## config.mk

```make
export PLATFORM = sky130hd
export DESIGN_NAME = pwm_capture
export DESIGN_NICKNAME = d
export VERILOG_FILES = /design/src/rtl/pwm_capture.sv
export SDC_FILE = /design/constraint.sdc
export NUM_CORES = 1
export LEC_CHECK = 0
export CAP_MARGIN = 20
export CORE_MARGIN = 2
export CORE_UTILIZATION = 30
export CTS_CLUSTER_SIZE = 24
export DETAILED_ROUTE_END_ITERATION = 6
export GPL_TIMING_DRIVEN = 0
export SKIP_LAST_GASP = 1
export SYNTH_ARGS = -nofsm -noshare
export SYNTH_HDL_FRONTEND = slang
export SYNTH_SLANG_ARGS = --single-unit
```

## constraint.sdc

```tcl
create_clock -name clk -period 3.9 [get_ports clk]
set_input_delay 0.975 -clock clk [delete_from_list [all_inputs] [get_ports clk]]
set_output_delay 0.975 -clock clk [all_outputs]
set_load 0.05 [all_outputs]
```

## src/rtl/pwm_capture.sv

```systemverilog
// PWM high-time / period capture with stuck-input timeout.
// Optional build macro PWM_CAPTURE_GLITCH_FILTER_EN adds a 3-sample level filter.
module pwm_capture #(
  parameter int PWM_INTERVAL   = 1200,
  parameter int CNT_WIDTH      = 16,
  parameter int TIMEOUT_CYCLES = 4 * PWM_INTERVAL
) (
  input  logic                 clk,
  input  logic                 rst,
  input  logic                 pwm_in,
  output logic [CNT_WIDTH-1:0] high_count,
  output logic [CNT_WIDTH-1:0] period_count,
  output logic                 meas_valid,
  output logic                 stuck,
  output logic [1:0]           state_dbg
);

  localparam int TW = $clog2(TIMEOUT_CYCLES + 1);
`ifdef PWM_CAPTURE_GLITCH_FILTER_EN
  localparam int WU = 5;
`else
  localparam int WU = 3;
`endif

  typedef enum logic [1:0] {IDLE, ARM, HIGH, LOW} state_t;

  state_t               state_q, state_d;
  logic                 s1_q, s2_q, hist_q, rise_q, fall_q, lvl;
  logic [WU-1:0]        wu_q;
  logic [CNT_WIDTH-1:0] hi_q, hi_d, lo_q, lo_d, hc_q, hc_d, pc_q, pc_d;
  logic                 mv_q, mv_d, stuck_q, stuck_d;
  logic [TW-1:0]        tmo_q, tmo_d;
  logic [CNT_WIDTH:0]   sum;
  logic                 edge_seen, timeout_hit;

`ifdef PWM_CAPTURE_GLITCH_FILTER_EN
  logic [1:0] sh_q;
  logic       filt_q;
  // Level only moves once three consecutive synchronized samples agree.
  assign lvl = (s2_q == sh_q[0] && s2_q == sh_q[1]) ? s2_q : filt_q;
  always_ff @(posedge clk or posedge rst) begin
    if (rst) begin
      sh_q   <= '0;
      filt_q <= 1'b0;
    end else begin
      sh_q   <= {sh_q[0], s2_q};
      filt_q <= lvl;
    end
  end
`else
  assign lvl = s2_q;
`endif

  // Edge pulses are registered so the FSM sees level and edge aligned in hist_q.
  always_ff @(posedge clk or posedge rst) begin
    if (rst) begin
      s1_q   <= 1'b0;
      s2_q   <= 1'b0;
      hist_q <= 1'b0;
      rise_q <= 1'b0;
      fall_q <= 1'b0;
      wu_q   <= '0;
    end else begin
      s1_q   <= pwm_in;
      s2_q   <= s1_q;
      hist_q <= lvl;
      rise_q <= lvl & ~hist_q;
      fall_q <= ~lvl & hist_q;
      wu_q   <= {wu_q[WU-2:0], 1'b1};
    end
  end

  assign edge_seen   = rise_q | fall_q;
  assign timeout_hit = !edge_seen && (tmo_q == TW'(TIMEOUT_CYCLES - 1));
  assign sum         = {1'b0, hi_q} + {1'b0, lo_q};

  always_comb begin
    state_d = state_q;
    hi_d    = hi_q;
    lo_d    = lo_q;
    hc_d    = hc_q;
    pc_d    = pc_q;
    mv_d    = 1'b0;
    stuck_d = stuck_q;
    if (edge_seen)                          tmo_d = '0;
    else if (tmo_q == TW'(TIMEOUT_CYCLES))  tmo_d = tmo_q;
    else                                    tmo_d = tmo_q + 1'b1;

    case (state_q)
      // Wait for the sync pipeline to fill after reset, so the reset-cleared
      // synchronizer cannot masquerade as a low level under a held-high input.
      IDLE: if (wu_q[WU-1] && !hist_q) state_d = ARM;
      ARM: if (rise_q) begin
        state_d = HIGH;
        hi_d    = CNT_WIDTH'(1);
        lo_d    = CNT_WIDTH'(1);
      end
      HIGH: if (fall_q) begin
        state_d = LOW;
        lo_d    = CNT_WIDTH'(1);
      end else if (hi_q != '1) begin
        hi_d = hi_q + 1'b1;
      end
      LOW: if (rise_q) begin
        hc_d    = hi_q;
        pc_d    = sum[CNT_WIDTH] ? '1 : sum[CNT_WIDTH-1:0];
        mv_d    = 1'b1;
        stuck_d = 1'b0;
        state_d = HIGH;
        hi_d    = CNT_WIDTH'(1);
        lo_d    = CNT_WIDTH'(1);
      end else if (lo_q != '1) begin
        lo_d = lo_q + 1'b1;
      end
      default: state_d = IDLE;
    endcase

    // The timeout counter parks at its limit so a dead input reports only once.
    if (timeout_hit) begin
      stuck_d = 1'b1;
      mv_d    = 1'b1;
      hc_d    = hist_q ? '1 : '0;
      pc_d    = '1;
      state_d = IDLE;
    end
  end

  always_ff @(posedge clk or posedge rst) begin
    if (rst) begin
      state_q <= IDLE;
      hi_q    <= '0;
      lo_q    <= '0;
      hc_q    <= '0;
      pc_q    <= '0;
      mv_q    <= 1'b0;
      stuck_q <= 1'b0;
      tmo_q   <= '0;
    end else begin
      state_q <= state_d;
      hi_q    <= hi_d;
      lo_q    <= lo_d;
      hc_q    <= hc_d;
      pc_q    <= pc_d;
      mv_q    <= mv_d;
      stuck_q <= stuck_d;
      tmo_q   <= tmo_d;
    end
  end

  assign high_count   = hc_q;
  assign period_count = pc_q;
  assign meas_valid   = mv_q;
  assign stuck        = stuck_q;
  assign state_dbg    = state_q;

endmodule
```

==> results.md <==
| Metric | This run | Unit |
|---|---|---|
| Total gr overflow | 0 | - |
| Number of cells produced by synthesis | 476 | - |
| Sum of routed wire segments on met1 | 4740 | um |
| Final core utilization | 36.8 | % |
| Top library cells by usage in the layout, fill and taps aside | 89 x sky130_fd_sc_hd__dfrtp_1, 64 x sky130_fd_sc_hd__nor2_1, 46 x sky130_fd_sc_hd__a21oi_1 | - |
| Synthesized area divided by synthesized cell count | 9.73 | sq um |
| Met2 wire length | 5280 | um |
| Global-route wire length before repair | 18100 | um |
| Uppermost layer routed | met4 | - |
| P per Cell Area | 666 | nW/um^2 |
| RD Place Congestion | 0.855 | - |
| Critical Path Sink Type | register | - |
| Maximum buffer depth of the clock tree | 2 | - |
| Number of H-tree levels | 3 | - |
| Number of setup buffers added after CTS | 0 | - |
| Number of top-level pins | 39 | - |
| Leading post-synthesis cells by cell area | sky130_fd_sc_hd__dfrtp_1 48%, sky130_fd_sc_hd__ha_1 5.4%, sky130_fd_sc_hd__nor2_1 5.2%, sky130_fd_sc_hd__xor2_1 5.1%, sky130_fd_sc_hd__a21oi_1 5.0% | - |
| Fin Clk Skew | 0.00619 | ns |
| Via count of the first global-routing pass | 3734 | - |
| Via count | 3614 | - |
| Slew Limit Headroom | 49.7 | % |
| Final hold vios | 0 | - |
| Async set-reset flop share out of synthesis | 100 | % |
| Number of resized instances in the post-cts repair step | 0 | - |
| Maximum number of pins on one net before global-route repair | 47 | - |
| Final worst path period share | 78.0 | % |
| Crit path launch | hi_q[0]$_DFFE_PP0P_ | - |
| Int Power | 2180 | uW |
| Total of endpoints with negative setup slack in the final report | 0 | - |
| Routed length per placed instance | 14.7 | um |
| Cell Rows | 45 | - |
| Fraction of power consumed by the clock network | 23.1 | % |
| Hold_ws | 0.348 | ns |
| Routed Antenna Nets | 0 | - |
| CP required | 4.14 | ns |
| Total met3 wirelength after detailed routing | 359 | um |
| Core area | 15100 | sq um |
| Seq pwr share | 35.3 | % |
| Highest attainable clock frequency | 329 | MHz |
| Pleak | 0.00251 | uW |
| Synth cell types | 55 | - |
| Total net switching power | 1530 | uW |
| Combined area of all synthesized cells | 4630 | sq um |
| Flops & latches, synth | 89 | - |
| Setup repair after global routing missed its margin | false | - |
| Source-to-sink clock delay at the later pin of the worst-skew pair | 0.35 | ns |
| DP Worst Slack | 0.893 | ns |
| # clock sinks | 89 | - |
| Worst hold start | wu_q[0]$_DFF_PP0_ | - |
| Layout cells sized above 1 | 6.78 | % |
| Die outline area | 16400 | sq um |
| CP Data Arrival Time | 3.28 | ns |
| Sw Ratio | 41.2 | % |
| Leading cell type in the layout, fill and taps excluded | sky130_fd_sc_hd__dfrtp_1 | - |
| Port bufs | 38 | - |
| Category of the critical setup timing path | register to register | - |
| CP Max Fanout | 10 | - |
| Warnings, synthesis | 0 | - |
| Syn nets | 500 | - |
| Starting Density | 30.6 | % |
| Slew Viols, Final | 0 | - |
| Max_cap viols | 0 | - |
| Number of antenna violations at the first check in global routing | 0 | - |
| Overall routed net length | 10600 | um |
| Horizontal die dimension | 128 | um |
| Fill cell instance count of the final layout | 1481 | - |
| Transition time at the pin with the least slew margin | 0.749 | ns |
| Synthesis-to-finish area growth | 20.3 | % |
| Half-perimeter wire length after placement | 7750 | um |
| Hold WC Path Type | register to register | - |
| Cell type contributing the most total cell area after synthesis | sky130_fd_sc_hd__dfrtp_1 | - |
| Die boundary height | 128 | um |
| Iter 0 DRT Violations | 208 | - |
| Number of remaining DRC errors | 0 | - |
| Root buffer cell | sky130_fd_sc_hd__clkbuf_16 | - |
| Launch instance of the worst register-to-register path | hi_q[0]$_DFFE_PP0P_ | - |
| CTS tree | done | - |
| Proportion of power drawn by combinational gates | 41.6 | % |
| Clock period minus worst slack | 3.04 | ns |
| Post-CTS Hold Buffers | 0 | - |
| Nets | 550 | - |
| Sequential cell area fraction in the yosys report | 48.1 | % |
| Worst-case vdd ir drop | 0.000239 | V |
| Status | complete, no violations | - |
| GRT Util Overall | 14.0 | % |
| Most used flip-flop cell after synthesis | sky130_fd_sc_hd__dfrtp_1 | - |
| Sort of element at the start of the critical path | register | - |
| Mean number of vias per cell | 5.03 | - |
| Clock transition at path regs | 0.06 | ns |
| Area share of the largest cell type after synthesis | 48.1 | % |
| Number of buffers created by CTS | 9 | - |
| Antenna cell count | 0 | - |
| Post-synth EDFFs | 0 | - |
| First-pass detailed-route iteration total | 4 | - |
| Min setup slack post-route | 0.858 | ns |
-- Yosys cell counts, types with 5 or more instances --
cell type	n
sky130_fd_sc_hd__ha_1	20
sky130_fd_sc_hd__nor3_1	11
sky130_fd_sc_hd__o22a_1	10
sky130_fd_sc_hd__and3_1	7
sky130_fd_sc_hd__xnor2_1	19
sky130_fd_sc_hd__and2_1	7
sky130_fd_sc_hd__dfrtp_1	89
sky130_fd_sc_hd__nand3_1	25
sky130_fd_sc_hd__xor2_1	27
sky130_fd_sc_hd__o21ai_0	17
sky130_fd_sc_hd__nand2_1	37
sky130_fd_sc_hd__o22a_2	6
sky130_fd_sc_hd__nand4_1	11
sky130_fd_sc_hd__a21oi_1	46
sky130_fd_sc_hd__a21o_1	9
sky130_fd_sc_hd__inv_1	5
sky130_fd_sc_hd__clkbuf_1	9
sky130_fd_sc_hd__and4_1	5
sky130_fd_sc_hd__nor2_1	64
-- cell families (layout without fill, tap and decap cells) --
group / Yosys count / count (layout) / synth area share [%]
adder cells (fa/ha/maj): 21 / 21 / 5.84
AO/OA/AOI/OAI: 110 / 110 / 15.2
AND/OR/NAND/NOR: 187 / 187 / 19.6
flip-flops: 89 / 89 / 48.1
XOR/XNOR: 46 / 46 / 8.70
multiplexers: 2 / 2 / 0.459
other: 1 / 1 / 0.0810
buffers and inverters: 20 / 75 / 1.97
-- power by group through the flow --
stage / combinational [uW] / sequential (uW) / clock [uW]
after floorplan: 471 / 1910 / 0
after global placement: 1540 / 1330 / 0
after detailed placement: 1550 / 1340 / 0
after CTS: 1560 / 1320 / 881
after global routing: 1660 / 1350 / 912
final: 1540 / 1310 / 857
-- final timing paths --
kind                            cells past startpoint                          end  slack (ns)
worst min register to register                      0            wu_q[1]$_DFF_PP0_        0.35
worst max-delay path                                9  period_count[2]$_DFFE_PP0P_        0.86
max in group asynchronous                           3  period_count[8]$_DFFE_PP0P_        2.23
worst min-delay path                                0            wu_q[1]$_DFF_PP0_        0.35
worst max register to register                      9  period_count[2]$_DFFE_PP0P_        0.86
min in group asynchronous                           2          lo_q[2]$_DFFE_PP0P_        1.04
-- worst max-delay path: stages, from the launching register on --
cell and delay (ns):
sky130_fd_sc_hd__dfrtp_1 0.47, sky130_fd_sc_hd__ha_1 0.28, sky130_fd_sc_hd__fa_1 0.42, sky130_fd_sc_hd__a21o_1 0.23, sky130_fd_sc_hd__a221oi_2 0.39, sky130_fd_sc_hd__or4b_1 0.23
sky130_fd_sc_hd__nand3_1 0.10, sky130_fd_sc_hd__a311o_2 0.46, sky130_fd_sc_hd__buf_6 0.17, sky130_fd_sc_hd__o22a_1 0.17
-- state kept, by name, indices dropped and copies added, names as in the netlist, 2 cells and up --
name	cells
hi_q	16
high_count	16
lo_q	16
period_count	16
state_dbg	2
tmo_q	13
wu_q	3
-- final cells by class --
class / count / area [sq um] / area share [%]
multi-input cells: 367 / 2310 / 41.5
repair buffers: 39 / 408 / 7.32
clock buffers: 13 / 270 / 4.85
inverters: 5 / 21.3 / 0.382
well taps: 188 / 235 / 4.22
clock inverters: 3 / 23.8 / 0.427
plain buffers: 15 / 72.6 / 1.30
flip-flops and latches: 89 / 2230 / 40.0
-- metal layers --
layer,vias to the layer above,track usage [%]
met1,1733,16.8
met4,0,6.01
met3,18,3.59
met5,-,0
li1,1805,-
met2,58,23.8
-- metrics by stage --
step	area [sq um]	setup TNS, ns	total power (uW)	std cells
2_1_floorplan	4630	0	2380	476
6_report	5570	0	3710	719
4_1_cts	5570	0	3760	719
3_5_place_dp	5280	0	2890	703
3_3_place_gp	5250	-72.62	2870	702
5_1_grt	5570	0	3910	719
No activity file was read; power rests on OpenSTA's default activity.
